`src/rtl/down_sampler_4_pkg.sv`:
```
// Shared sampler definitions: default sample width, samples per symbol, mode encoding.
package down_sampler_4_pkg;

  localparam int DATA_W_DEF = 18;
  localparam int SPS        = 4;
  localparam int IDX_W      = $clog2(SPS);

  typedef enum logic {
    MODE_PICK = 1'b0,
    MODE_IAD  = 1'b1
  } mode_e;

endpackage

```
`src/rtl/down_sampler_4_if.sv`:
```
// Sample-stream bus into the down-sampler and decimated symbol stream out of it.
interface down_sampler_4_if #(
  parameter int DATA_W = 18
) ();

  logic                     sam_en;
  logic signed [DATA_W-1:0] x_in;
  logic [1:0]               phase_sel;
  logic                     mode;
  logic                     resync;
  logic signed [DATA_W-1:0] y;
  logic                     y_valid;
  logic                     sym_start;

  modport master (
    output sam_en, x_in, phase_sel, mode, resync,
    input  y, y_valid, sym_start
  );

  modport slave (
    input  sam_en, x_in, phase_sel, mode, resync,
    output y, y_valid, sym_start
  );

endinterface

```
`src/rtl/down_sampler_4_sym_phase_counter.sv`:
```
// Window index counter: tracks sample index within a 4-sample window, handles resync,
// captures phase/mode at window start and flags the first sample of each symbol.
module sym_phase_counter
  import down_sampler_4_pkg::*;
(
  input  logic             clk,
  input  logic             reset,
  input  logic             sam_en,
  input  logic             resync,
  input  logic [1:0]       phase_sel,
  input  mode_e            mode,
  output logic [IDX_W-1:0] idx,
  output logic [1:0]       phase_eff,
  output mode_e            mode_eff,
  output logic             sym_start
);

  logic [IDX_W-1:0] cnt;
  logic [1:0]       phase_q;
  mode_e            mode_q;
  logic             win_start;

  // Index of the sample presented this cycle; a window start (resync or wrap) uses the live
  // phase/mode so the sample being processed already sees the newly captured settings.
  always_comb begin
    idx       = resync ? '0 : cnt;
    win_start = sam_en && (resync || (cnt == '0));
    phase_eff = win_start ? phase_sel : phase_q;
    mode_eff  = win_start ? mode : mode_q;
  end

  // Counter, phase/mode capture and symbol-start strobe.
  always_ff @(posedge clk) begin
    if (reset) begin
      cnt       <= '0;
      phase_q   <= '0;
      mode_q    <= MODE_PICK;
      sym_start <= 1'b0;
    end else begin
      sym_start <= win_start;
      if (win_start) begin
        phase_q <= phase_sel;
        mode_q  <= mode;
      end
      if (resync)
        cnt <= sam_en ? IDX_W'(1) : '0;
      else if (sam_en)
        cnt <= cnt + IDX_W'(1);
    end
  end

endmodule

```
`src/rtl/down_sampler_4.sv`:
```
// x4 decimator: pick one sample per window at a programmable phase, or output the
// floor-average of the window (integrate-and-dump).
module down_sampler_4
  import down_sampler_4_pkg::*;
#(
  parameter int DATA_W = DATA_W_DEF
) (
  input logic              clk,
  input logic              reset,
  down_sampler_4_if.slave  bus
);

  localparam int ACC_W = DATA_W + 2;

  logic [IDX_W-1:0]        idx;
  logic [1:0]              phase_eff;
  mode_e                   mode_eff;
  logic                    sym_start;
  logic signed [ACC_W-1:0] x_ext;
  logic signed [ACC_W-1:0] sum;
  logic signed [ACC_W-1:0] acc;
  logic signed [DATA_W-1:0] y_q;
  logic                    y_valid_q;

  sym_phase_counter u_cnt (
    .clk       (clk),
    .reset     (reset),
    .sam_en    (bus.sam_en),
    .resync    (bus.resync),
    .phase_sel (bus.phase_sel),
    .mode      (mode_e'(bus.mode)),
    .idx       (idx),
    .phase_eff (phase_eff),
    .mode_eff  (mode_eff),
    .sym_start (sym_start)
  );

  // Running window sum including the current sample.
  always_comb begin
    x_ext = {{(ACC_W-DATA_W){bus.x_in[DATA_W-1]}}, bus.x_in};
    sum   = acc + x_ext;
  end

  // Accumulator and output registers; dropping the two LSBs of the sum is the floor /4.
  always_ff @(posedge clk) begin
    if (reset) begin
      acc       <= '0;
      y_q       <= '0;
      y_valid_q <= 1'b0;
    end else begin
      y_valid_q <= 1'b0;
      if (bus.sam_en) begin
        acc <= (idx == '0) ? x_ext : sum;
        if (mode_eff == MODE_PICK) begin
          if (idx == phase_eff) begin
            y_q       <= bus.x_in;
            y_valid_q <= 1'b1;
          end
        end else if (idx == IDX_W'(SPS-1)) begin
          y_q       <= sum[ACC_W-1:2];
          y_valid_q <= 1'b1;
        end
      end
    end
  end

  assign bus.y         = y_q;
  assign bus.y_valid   = y_valid_q;
  assign bus.sym_start = sym_start;

endmodule
```
`src/flat_wrapper.sv`:
```
// flat-port wrapper written by rule: the top's interface ports become plain ports
module down_sampler_4_flat import down_sampler_4_pkg::*;
#(
  parameter int DATA_W = DATA_W_DEF
)
  (clk, reset, bus_sam_en, bus_x_in, bus_phase_sel, bus_mode, bus_resync, bus_y, bus_y_valid, bus_sym_start);
  down_sampler_4_if #(.DATA_W(DATA_W)) bus_i ();
  input logic clk;
  input logic reset;
  input wire logic [$bits(bus_i.sam_en)-1:0] bus_sam_en;
  input wire logic [$bits(bus_i.x_in)-1:0] bus_x_in;
  input wire logic [$bits(bus_i.phase_sel)-1:0] bus_phase_sel;
  input wire logic [$bits(bus_i.mode)-1:0] bus_mode;
  input wire logic [$bits(bus_i.resync)-1:0] bus_resync;
  output wire logic [$bits(bus_i.y)-1:0] bus_y;
  output wire logic [$bits(bus_i.y_valid)-1:0] bus_y_valid;
  output wire logic [$bits(bus_i.sym_start)-1:0] bus_sym_start;
  assign bus_i.sam_en = bus_sam_en;
  assign bus_i.x_in = bus_x_in;
  assign bus_i.phase_sel = bus_phase_sel;
  assign bus_i.mode = bus_mode;
  assign bus_i.resync = bus_resync;
  assign bus_y = bus_i.y;
  assign bus_y_valid = bus_i.y_valid;
  assign bus_sym_start = bus_i.sym_start;
  down_sampler_4 #(.DATA_W(DATA_W)) u_core (.clk(clk), .reset(reset), .bus(bus_i));
endmodule
```
`config.mk`:
```
export PLATFORM = sky130hd
export DESIGN_NAME = down_sampler_4_flat
export DESIGN_NICKNAME = d
export VERILOG_FILES = /design/src/rtl/down_sampler_4_pkg.sv /design/src/rtl/down_sampler_4_if.sv /design/src/rtl/down_sampler_4_sym_phase_counter.sv /design/src/rtl/down_sampler_4.sv /design/src/flat_wrapper.sv
export SDC_FILE = /design/constraint.sdc
export NUM_CORES = 1
export LEC_CHECK = 0
export CORE_MARGIN = 10
export CORE_UTILIZATION = 45
export DETAILED_ROUTE_END_ITERATION = 8
export DONT_BUFFER_PORTS = 1
export GPL_TIMING_DRIVEN = 0
export PLACE_DENSITY_LB_ADDON = 0.2
export REMOVE_ABC_BUFFERS = 1
export SLEW_MARGIN = 0
export SYNTH_ARGS = -nofsm -noshare
export SYNTH_HDL_FRONTEND = slang
export SYNTH_SLANG_ARGS = --single-unit
```
`constraint.sdc`:
```
create_clock -name clk -period 4.3 [get_ports clk]
set_input_delay 0.43 -clock clk [delete_from_list [all_inputs] [get_ports clk]]
set_output_delay 0.43 -clock clk [all_outputs]
set_load 0.005 [all_outputs]
```
# Word level (Yosys, flattened, before mapping)
# Cells that the tools add are included.
classes:
  addsub: 2
  n_eq_ne: 3
  n_mux: 13
  n_bitwise: 1
  reduce_logical: 8
ops:
  columns: ["cell", "count"]
  rows:
  - ["$mux W18", 3]
  - ["$add A20 B18 Y20", 1]
  - ["$mux W20", 1]
  - ["$mux W2", 4]
  - ["$mux W1", 5]
  - ["$logic_not A2 Y1", 2]
  - ["$reduce_bool A2 Y1", 2]
  - ["$reduce_and A3 Y1", 1]
  - ["$add A2 B1 Y2 const B", 1]
  - ["$eq A2 B2 Y1", 1]
  - ["$eq A2 B2 Y1 const B", 1]
  - ["$ne A2 B2 Y1 const B", 1]
  - ["$reduce_or A2 Y1", 1]
  - ["$logic_and A1 B1 Y1", 1]
  - ["$logic_or A1 B1 Y1", 1]
  - ["$not A1 Y1", 1]
word_totals:
  register_bits: 45
  in_bits: 25
  out_inout_bits: 20
  elab_cells: 34

# Logic depth before layout (Yosys ltp)
# Gate-level depths: netlist of run 1.
logic_depth:
  depth_word: 7
  depth_mapped: 10
  depth_no_buf: 10

# Hierarchy
# Synthesis of run 1 repeated with hierarchy kept, for this count alone.
unflattened:
  cells_unflattened: 382
  hier_area_um2: 3149.3
modules_own_cells:
  columns: ["module", "n_inst", "cells_per_inst", "area_per_inst_um2", "seq_area_each_um2"]
  rows:
  - ["down_sampler_4", 1, 359, 2885.3, 780.7]
  - ["sym_phase_counter", 1, 23, 264.0, 120.1]

# Worst setup path after synthesis of run 1
# No wires, ideal clock.
synth_timing:
  path_kind: "input port to flip-flop"
  start: "in bus_x_in[0]"
  end: "reg u_core.y_q[10], in the netlist u_core.bus.y[10]"
  setup_time_ps: 88
  arrival_ps: 2255
  required_time_ps: 4212
  setup_slack_ps: 1957
  stages: 9
  path_buffers: 0
  path_cell_list: "ha_1 > inv_1 > fa_1 > nor2b_4 > o31a_4 > o311a_4 > nor4b_1 > o21ai_0 > a311oi_2"
synth_via:
  elab_chain_len: 3
synth_lines:
  columns: ["element", "line_no", "text"]
  rows:
  - ["start, declared", "flat_wrapper.sv:11", "input wire logic [$bits(bus_i.x_in)-1:0] bus_x_in;"]
  - ["$add A20 B18 Y20", "down_sampler_4.sv:41", "sum = acc + x_ext;"]
  - ["$mux W18", "down_sampler_4.sv:59", "end else if (idx == IDX_W'(SPS-1)) begin"]
  - ["$mux W18", "down_sampler_4.sv:54", "if (mode_eff == MODE_PICK) begin"]
  - ["end signal, assigned", "down_sampler_4.sv:56", "y_q <= bus.x_in;"]
  - ["end signal, assigned", "down_sampler_4.sv:60", "y_q <= sum[ACC_W-1:2];"]
  - ["end, declared", "down_sampler_4.sv:22", "logic signed [DATA_W-1:0] y_q;"]
# No other way between the ends. The select of a mux whose other input is x is not followed.
# A chain may end at the register's enable or synchronous reset.

# Final worst setup path of run 1
layout_timing:
  start: "reg u_core.u_cnt.cnt[1]"
  end: "reg u_core.y_q[16], in the netlist u_core.bus.y[16]"
layout_via:
  elab_chain_len: 7
  word_cells_on_any_way: 12
  cone_classes: "3 x eq/ne; 4 x mux; 5 x reduce/logical"
layout_lines:
  columns: ["element", "line_no", "text"]
  rows:
  - ["start, declared", "down_sampler_4_sym_phase_counter.sv:18", "logic [IDX_W-1:0] cnt;"]
  - ["start signal, assigned", "down_sampler_4_sym_phase_counter.sv:46", "cnt <= sam_en ? IDX_W'(1) : '0;"]
  - ["start signal, assigned", "down_sampler_4_sym_phase_counter.sv:48", "cnt <= cnt + IDX_W'(1);"]
  - ["$logic_not A2 Y1", "down_sampler_4_sym_phase_counter.sv:27", "win_start = sam_en && (resync || (cnt == '0));"]
  - ["$logic_or A1 B1 Y1", "down_sampler_4_sym_phase_counter.sv:27", null]
  - ["$logic_and A1 B1 Y1", "down_sampler_4_sym_phase_counter.sv:27", null]
  - ["$mux W2", null, null]
  - ["$eq A2 B2 Y1", "down_sampler_4.sv:55", "if (idx == phase_eff) begin"]
  - ["$reduce_bool A2 Y1 (no source line)", null, null]
  - ["$reduce_and A3 Y1 (no source line)", null, null]
# Several ways; a longest one is shown, not always the timed one.

==> impl_summary.txt, run 1 <==
----------------------------------------------------
[Status]
  Status ... completed

[Synth]
  Synth cell count leaders ... nor2_1, nand2_1, dfxtp_1, a21oi_1, ha_1
  Area of the mapped netlist ... 3401 µm²
  Number of cells produced by synthesis ... about 420
  Share of synthesized registers carrying an async set or reset ... 0
  Sequential area share after synthesis ... 0.2649
  Count of cell types in the netlist ... 67
  Syn Area/Cell ... 8.116 µm²
  Top cell type's share of synthesized area ... 0.2649
  Most common cell in the synthesized netlist ... nor2_1
  Count of flip-flops with a built-in enable after synthesis ... 0
  Warnings from Yosys ... 0
  Post-synth top area cell ... dfxtp_1
  Most used DFF post-synth ... dfxtp_1
  Area contributors post-synth ... dfxtp_1, ha_1, nor2_1, nand2_1, a311oi_2
  Flop and latch count out of synthesis ... 45

[STA]
  Shortest period the worst path allows ... 3.706 ns
  Hold Fails Final Rpt ... 0
  Setup Skew ... 0.01078 ns
  Setup repair after global routing missed its margin ... no
  Final setup violating endpoints ... 0
  Setup slack of the critical path after layout ... 0.5941 ns
  Max-slew violation total from the final report ... 0
  TNS Setup ... 0 ns
  Tightest Pin Transition ... 1.147 ns
  Maximum clock rate ... 0.2698 GHz
  Worst-case headroom to the max-slew limit ... 0.2339
  Final worst-path cycle share ... 0.8618

[Detailed routing]
  Routed wire length ... 8565 µm
  Vias per std cell ... ~6
  Remaining routing DRC violations ... 0
  Initial drt markers ... 129
  TritonRoute pass-1 iters ... 4
  Wire length per cell after detailed routing ... 17.13 µm
  Number of vias in the routed layout ... approximately 3000
  Antenna-violating nets left ... 0

[Setup path]
  Critical path data required time ... 4.50 ns
  Worst setup path category ... reg -> reg
  Critical path's largest stage delay ... 0.96 ns
  Kind of end point of the critical path ... flip-flop
  Worst Path Buf+Inv ... 1
  Delay-heaviest family, CP ... compound AO/OA/AOI/OAI gates
  Sequence of cells on the critical path ... inv_1 -> ha_1 -> o21ai_4 -> mux2i_4 -> o211ai_2 -> a21oi_4 -> mux2i_1 -> a31o_2
  Crit path launch type ... flip-flop
  Cell with the largest stage delay on the worst path ... a21oi_4
  Maximum fanout encountered on the critical timing path ... 33
  Worst endpoint data arrival time ... 3.91 ns

[Floorplanning]
  Die width ... 106.9 µm
  Vert. Die Dim ... around 110 µm
  Area enclosed by the die boundary ... ~11000 µm²
  I/O pin count ... 45
  Initial core utilization ... 0.4664
  Rows ... 31
  Standard cell core area ... 7292 µm²

[Clock tree]
  Worst-skew pair later-pin latency ... 0.30 ns
  Clock transition at path regs ... about 0.09 ns
  Clock buffers created by TritonCTS ... 5
  Post-CTS Repair Setup Buffers ... 0
  Number of gates given a new drive strength after cts ... 0
  Cts hold-fix bufs ... 0
  H-tree levels ... 2
  Cell at the root of the clock tree ... clkbuf_8
  Number of clock sinks ... 45
  Number of buffers between clock root and the deepest sink ... 2
  CTS tree ... yes

[Place]
  Cell count after placement ... 492
  Total placed instance area ... 3410 µm²
  Worst slack, placed ... 0.5738 ns
  Weighted congestion reported at the end of routability-driven placement ... 0.8755
  Quantity of I/O buffers inserted on ports ... 0
  Final HPWL from detailed placement ... approximately 6000 µm

[Cells and area]
  Fraction of layout instances using a drive strength above 1 ... 0.1047
  FILL cells ... 727
  Final Instance Area ... 3530 µm²
  Layout-stage area growth over the synthesis result ... 3.790%
  N_diodes ... 0
  Final-stage net count ... roughly 450
  Layout Cells excl Fill ... 500

[Global routing]
  Via count of the first global-routing pass ... around 2800
  Wire length of the first global-routing pass ... 13940 µm
  Leftover overflow at the end of global routing ... 0
  Initial antenna violation count ... 0
  Pin count of the biggest net entering global routing ... 49
  Global-route total usage across every layer ... 0.1472

[Power]
  Pwr Total ... 0.001153 W
  Worst vdd ir ... between 0.1 and 0.15 mV
  Pwr dens ... 326.7 nW/µm²
  Leakage power ... 1.364 nW

[Min path]
  Hold Crit Class ... in -> reg

[Run]
  Max-Cap Viols ... 0

----------------------------------------------------
-- report_power, final --
| group | total (W) | internal, W | switching, W |
|---|---|---|---|
| clock network | 0.000337 | 0.000190 | 0.000148 |
| registers | 0.000470 | 0.000448 | 0.0000220 |
| logic | 0.000346 | 0.000143 | 0.000202 |
| total | 0.00115 | 0.000781 | 0.000372 |
-- placed cells by master (no fill, tap or decap), types with 3 or more instances in the layout --
cell type  netlist  routed
o221ai_1         3       3
nor4b_1          3       3
o211ai_1         6       6
clkbuf_8         0       6
a211oi_2         4       4
a211oi_1         3       3
o21ai_0         15      15
o22ai_1          3       3
nand3_1          7       7
ha_1            20      20
mux2i_1         15      15
nor2b_1          3       3
xnor2_1          6       6
a31oi_1         10      10
inv_1            9       9
o21bai_1         4       3
xor2_1           8       8
nand2b_1         5       5
nand4_1          3       3
nor2_1          64      64
a21o_1           8       8
nor3b_1          3       3
o21a_1           3       3
nor3_1           8       8
a311oi_1         7       7
a311oi_2        10      10
a21oi_1         25      24
dfxtp_1         45      45
nand2_1         51      51
-- layout make-up --
class                           count  area, µm²  area share
Multi-Input combinational cell    338       2327      0.6593
Sequential cell                    45      900.9      0.2552
Tap cell                           99      123.9     0.03509
Clock buffer                        7      86.33     0.02446
Inverter                            9      33.78    0.009571
Clock inverter                      1      30.03    0.008508
Timing Repair Buffer                1      27.53    0.007799
-- worst paths after layout --
path | startpoint | to | slack, ns | cells after the start
max | u_core.u_cnt.cnt[1] | u_core.bus.y[16] | 0.59 | 8
min | bus_resync | u_core.u_cnt.cnt[1] | 0.19 | 1
max reg2reg | u_core.u_cnt.cnt[1] | u_core.bus.y[16] | 0.59 | 8
min reg2reg | u_core.acc[11] | u_core.acc[11] | 0.47 | 2
-- registers in the layout, summed over array words and instances, names as in the netlist --
register,count
u_core.bus.y_valid,1
u_core.u_cnt.phase_q,2
u_core.u_cnt.cnt,2
u_core.bus.y,18
u_core.u_cnt.mode_q,1
u_core.acc,20
u_core.u_cnt.sym_start,1
-- through the flow --
stage          hold slack [ns]    util
2_1_floorplan           0.4427       -
3_3_place_gp            0.4523  0.4633
3_5_place_dp            0.4636  0.4676
4_1_cts                 0.1877  0.4835
5_1_grt                 0.1780  0.4840
6_report                0.1930  0.4840
-- logic make-up after synthesis --
kind of cell,count (synthesis),synth area share
adders and majority gates,21,0.07947
AOI/OAI and AO/OA,123,0.2914
DFF,45,0.2649
and+or+nand+nor,162,0.2167
buffers and inverters,36,0.05298
muxes,18,0.05850
xor gates and xnor gates,14,0.03606
-- per-layer routing --
| metal | GRT usage | vias to the layer above | share of wire |
|---|---|---|---|
| met5 | 0 | - | 0 |
| li1 | - | 1488 | - |
| met3 | 0.05329 | 9 | 0.084 |
| met1 | 0.1837 | 1385 | 0.45 |
| met2 | 0.2353 | 76 | 0.45 |
| met4 | 0.03578 | 0 | 0.011 |
Power figures use the tool's default switching activity.
==> run 2: changes to the inputs <==
--- a/config.mk
+++ b/config.mk
@@ -5,7 +5,7 @@
 export SDC_FILE = /design/constraint.sdc
 export NUM_CORES = 1
 export LEC_CHECK = 0
-export CORE_MARGIN = 10
+export CORE_MARGIN = 8
 export CORE_UTILIZATION = 45
 export DETAILED_ROUTE_END_ITERATION = 8
 export DONT_BUFFER_PORTS = 1
==> run 2 against run 1 <==
Against the previous run:
- non-clock buffer count up 1
- clock power down 4%
- critical path type unchanged
- sequential share of layout area up 0.064 points
- largest cell class unchanged
- sequential power about the same
==> impl_summary.txt, run 2 (synthesized netlist as in run 1, its figures left out) <==
----------------------------------------------------
[Status]
  Status ... completed

[Setup path]
  Cell with the largest stage delay on the worst path ... a21oi_4
  Worst endpoint data arrival time ... 3.90 ns (about the same)
  Sequence of cells on the critical path ... inv_1 -> ha_1 -> o21ai_4 -> mux2i_4 -> o211ai_2 -> a21oi_4 -> mux2i_1 -> a31o_2
  Worst setup path category ... reg -> reg
  Critical path data required time ... 4.50 ns (about the same)
  Critical path's largest stage delay ... 0.96 ns (about the same)
  Maximum fanout encountered on the critical timing path ... 33 (unchanged)
  Kind of end point of the critical path ... flip-flop
  Crit path launch type ... flip-flop

[Cells and area]
  Leading cell types in the layout, fill and taps excluded ... nor2_1, nand2_1, dfxtp_1
  Layout-stage area growth over the synthesis result ... 3.532%
  Fraction of layout instances using a drive strength above 1 ... 0.1047 (unchanged)
  N_diodes ... 0 (unchanged)
  Most common cell after layout, fill and taps aside ... nor2_1
  FILL cells ... 771 (+6.1%)
  Top register by number of flip-flops ... u_core.acc
  Max reg flops ... 20 (unchanged)
  Final-stage net count ... 447 (+0.22%)

[STA]
  Maximum clock rate ... 0.2704 GHz (+0.21%)
  Max-slew violation total from the final report ... 0 (unchanged)
  Tightest Pin Transition ... 1.163 ns (+0.01675 ns)
  Final setup violating endpoints ... 0 (unchanged)
  Hold Fails Final Rpt ... 0 (unchanged)
  Setup Skew ... 0.01837 ns (+0.007588 ns)
  Worst-case headroom to the max-slew limit ... 0.2227 (-0.01119)
  TNS Setup ... 0 ns (unchanged)
  Setup repair after global routing missed its margin ... no
  Setup slack of the critical path after layout ... 0.6019 ns (+0.007749 ns)
  Shortest period the worst path allows ... 3.698 ns (-0.007749 ns)
  Final worst-path cycle share ... 0.8600 (-0.001802)

[Global routing]
  Via count of the first global-routing pass ... 2795 (+0.14%)
  Global-route total usage across every layer ... 0.1640 (+0.01682)
  Leftover overflow at the end of global routing ... 0 (unchanged)
  Initial antenna violation count ... 0 (unchanged)
  Layer with the highest usage ... met2
  Global Route met1 Usage ... 0.2114 (+0.02770)
  Met2 Resource Use GR ... 0.2586 (+0.02327)
  Wire length of the first global-routing pass ... 13930 µm (about the same)
  Pin count of the biggest net entering global routing ... 49 (unchanged)
  Met3 track utilization from global routing ... 0.04862 (-0.004678)

[Detailed routing]
  TritonRoute pass-1 iters ... 4 (unchanged)
  Initial drt markers ... 114 (-12%)
  Wire length per cell after detailed routing ... 17.02 µm (-0.65%)
  Antenna-violating nets left ... 0 (unchanged)
  Vias per std cell ... 5.892 (-0.41%)
  Routed wire length ... 8509 µm (-0.65%)
  Remaining routing DRC violations ... 0 (unchanged)
  Number of vias in the routed layout ... 2946 (-0.41%)

[Power]
  Worst vdd ir ... 0.1378 mV (+4.5%)
  Pwr dens ... 323.5 nW/µm² (-0.97%)
  Leakage power ... 1.365 nW (about the same)

[Place]
  Weighted congestion reported at the end of routability-driven placement ... 0.9104 (+4.0%)
  Worst slack, placed ... 0.5624 ns (-0.01137 ns)
  Final HPWL from detailed placement ... 5883 µm (-1.7%)
  Quantity of I/O buffers inserted on ports ... 0 (unchanged)

[Floorplanning]
  Area enclosed by the die boundary ... 10590 µm² (-7.3%)
  Rows ... 31 (unchanged)
  Vert. Die Dim ... 102.9 µm (-3.7%)
  Initial core utilization ... 0.4664 (unchanged)
  Die width ... 102.9 µm (-3.7%)
  Standard cell core area ... 7292 µm² (unchanged)
  I/O pin count ... 45 (unchanged)

[Clock tree]
  Number of gates given a new drive strength after cts ... 0 (unchanged)
  Number of clock sinks ... 45 (unchanged)
  H-tree levels ... 2 (unchanged)
  Cts hold-fix bufs ... 0 (unchanged)
  Clock buffers created by TritonCTS ... 5 (unchanged)
  Worst-skew pair later-pin latency ... 0.31 ns (about the same)
  Post-CTS Repair Setup Buffers ... 0 (unchanged)
  Clock transition at path regs ... 0.09 ns (about the same)
  CTS tree ... yes
  Cell at the root of the clock tree ... clkbuf_8
  Number of buffers between clock root and the deepest sink ... 2 (unchanged)

[Min path]
  Hold Crit Class ... in -> reg

[Run]
  Max-Cap Viols ... 0 (unchanged)

----------------------------------------------------
[run 2: changes by cell type in the layout (fill, tap and decap cells not counted), sizes merged]
cell,before,now
buf,1,2
clkbuf,7,5
clkinv,0,1
[run 2: layer usage]
metal	routed length, µm	vias to the layer above	part of all wire
li1	-	1493	-
met2	3761	66	0.44
met5	0	-	0
met4	95	0	0.011
met3	669	10	0.079
met1	3982	1377	0.47
[run 2: area by class of cell]
class	instances	area [µm²]	area share
inverters	9	33.78	0.009595
multi-input cells	338	2323	0.6599
repair buffers	2	35.03	0.009950
flip-flops and latches	45	900.9	0.2559
clock buffers	5	68.82	0.01955
clock inverters	2	35.03	0.009950
well taps	99	123.9	0.03518
[run 2: critical path, delay by kind of cell (launching register included)]
kind                     cells  cell delay, ns
buffers and inverters        1            0.09
AO/OA/AOI/OAI                4            1.73
adder cells (fa/ha/maj)      1            0.26
flip-flops                   1            0.47
multiplexers                 2            1.03
[run 2: worst paths after layout]
kind	from	endpoint	slack [ns]	cells past startpoint
max	u_core.u_cnt.cnt[1]	u_core.bus.y[16]	0.60	8
min	reset	u_core.bus.y[11]	0.18	1
max reg2reg	u_core.u_cnt.cnt[1]	u_core.bus.y[16]	0.60	8
min reg2reg	u_core.acc[11]	u_core.acc[11]	0.47	2
[run 2: report_power, final]
group	total, W	internal, W	switching, W
clock network	0.000323	0.000169	0.000154
logic	0.000346	0.000144	0.000202
registers	0.000470	0.000448	0.0000220
total	0.00114	0.000762	0.000378
[run 2: stage by stage]
stage          cell area, µm²    util  total power (W)  cells  hold WS [ns]
6_report                 3521  0.4828         0.001139    500        0.1807
5_1_grt                  3521  0.4828         0.001208    500        0.1757
4_1_cts                  3521  0.4828         0.001145    500        0.1844
3_5_place_dp             3417  0.4686        0.0008241    493        0.4654
3_3_place_gp             3378  0.4633        0.0008133    491        0.4525
2_1_floorplan            3254       -        0.0007527    392        0.4427
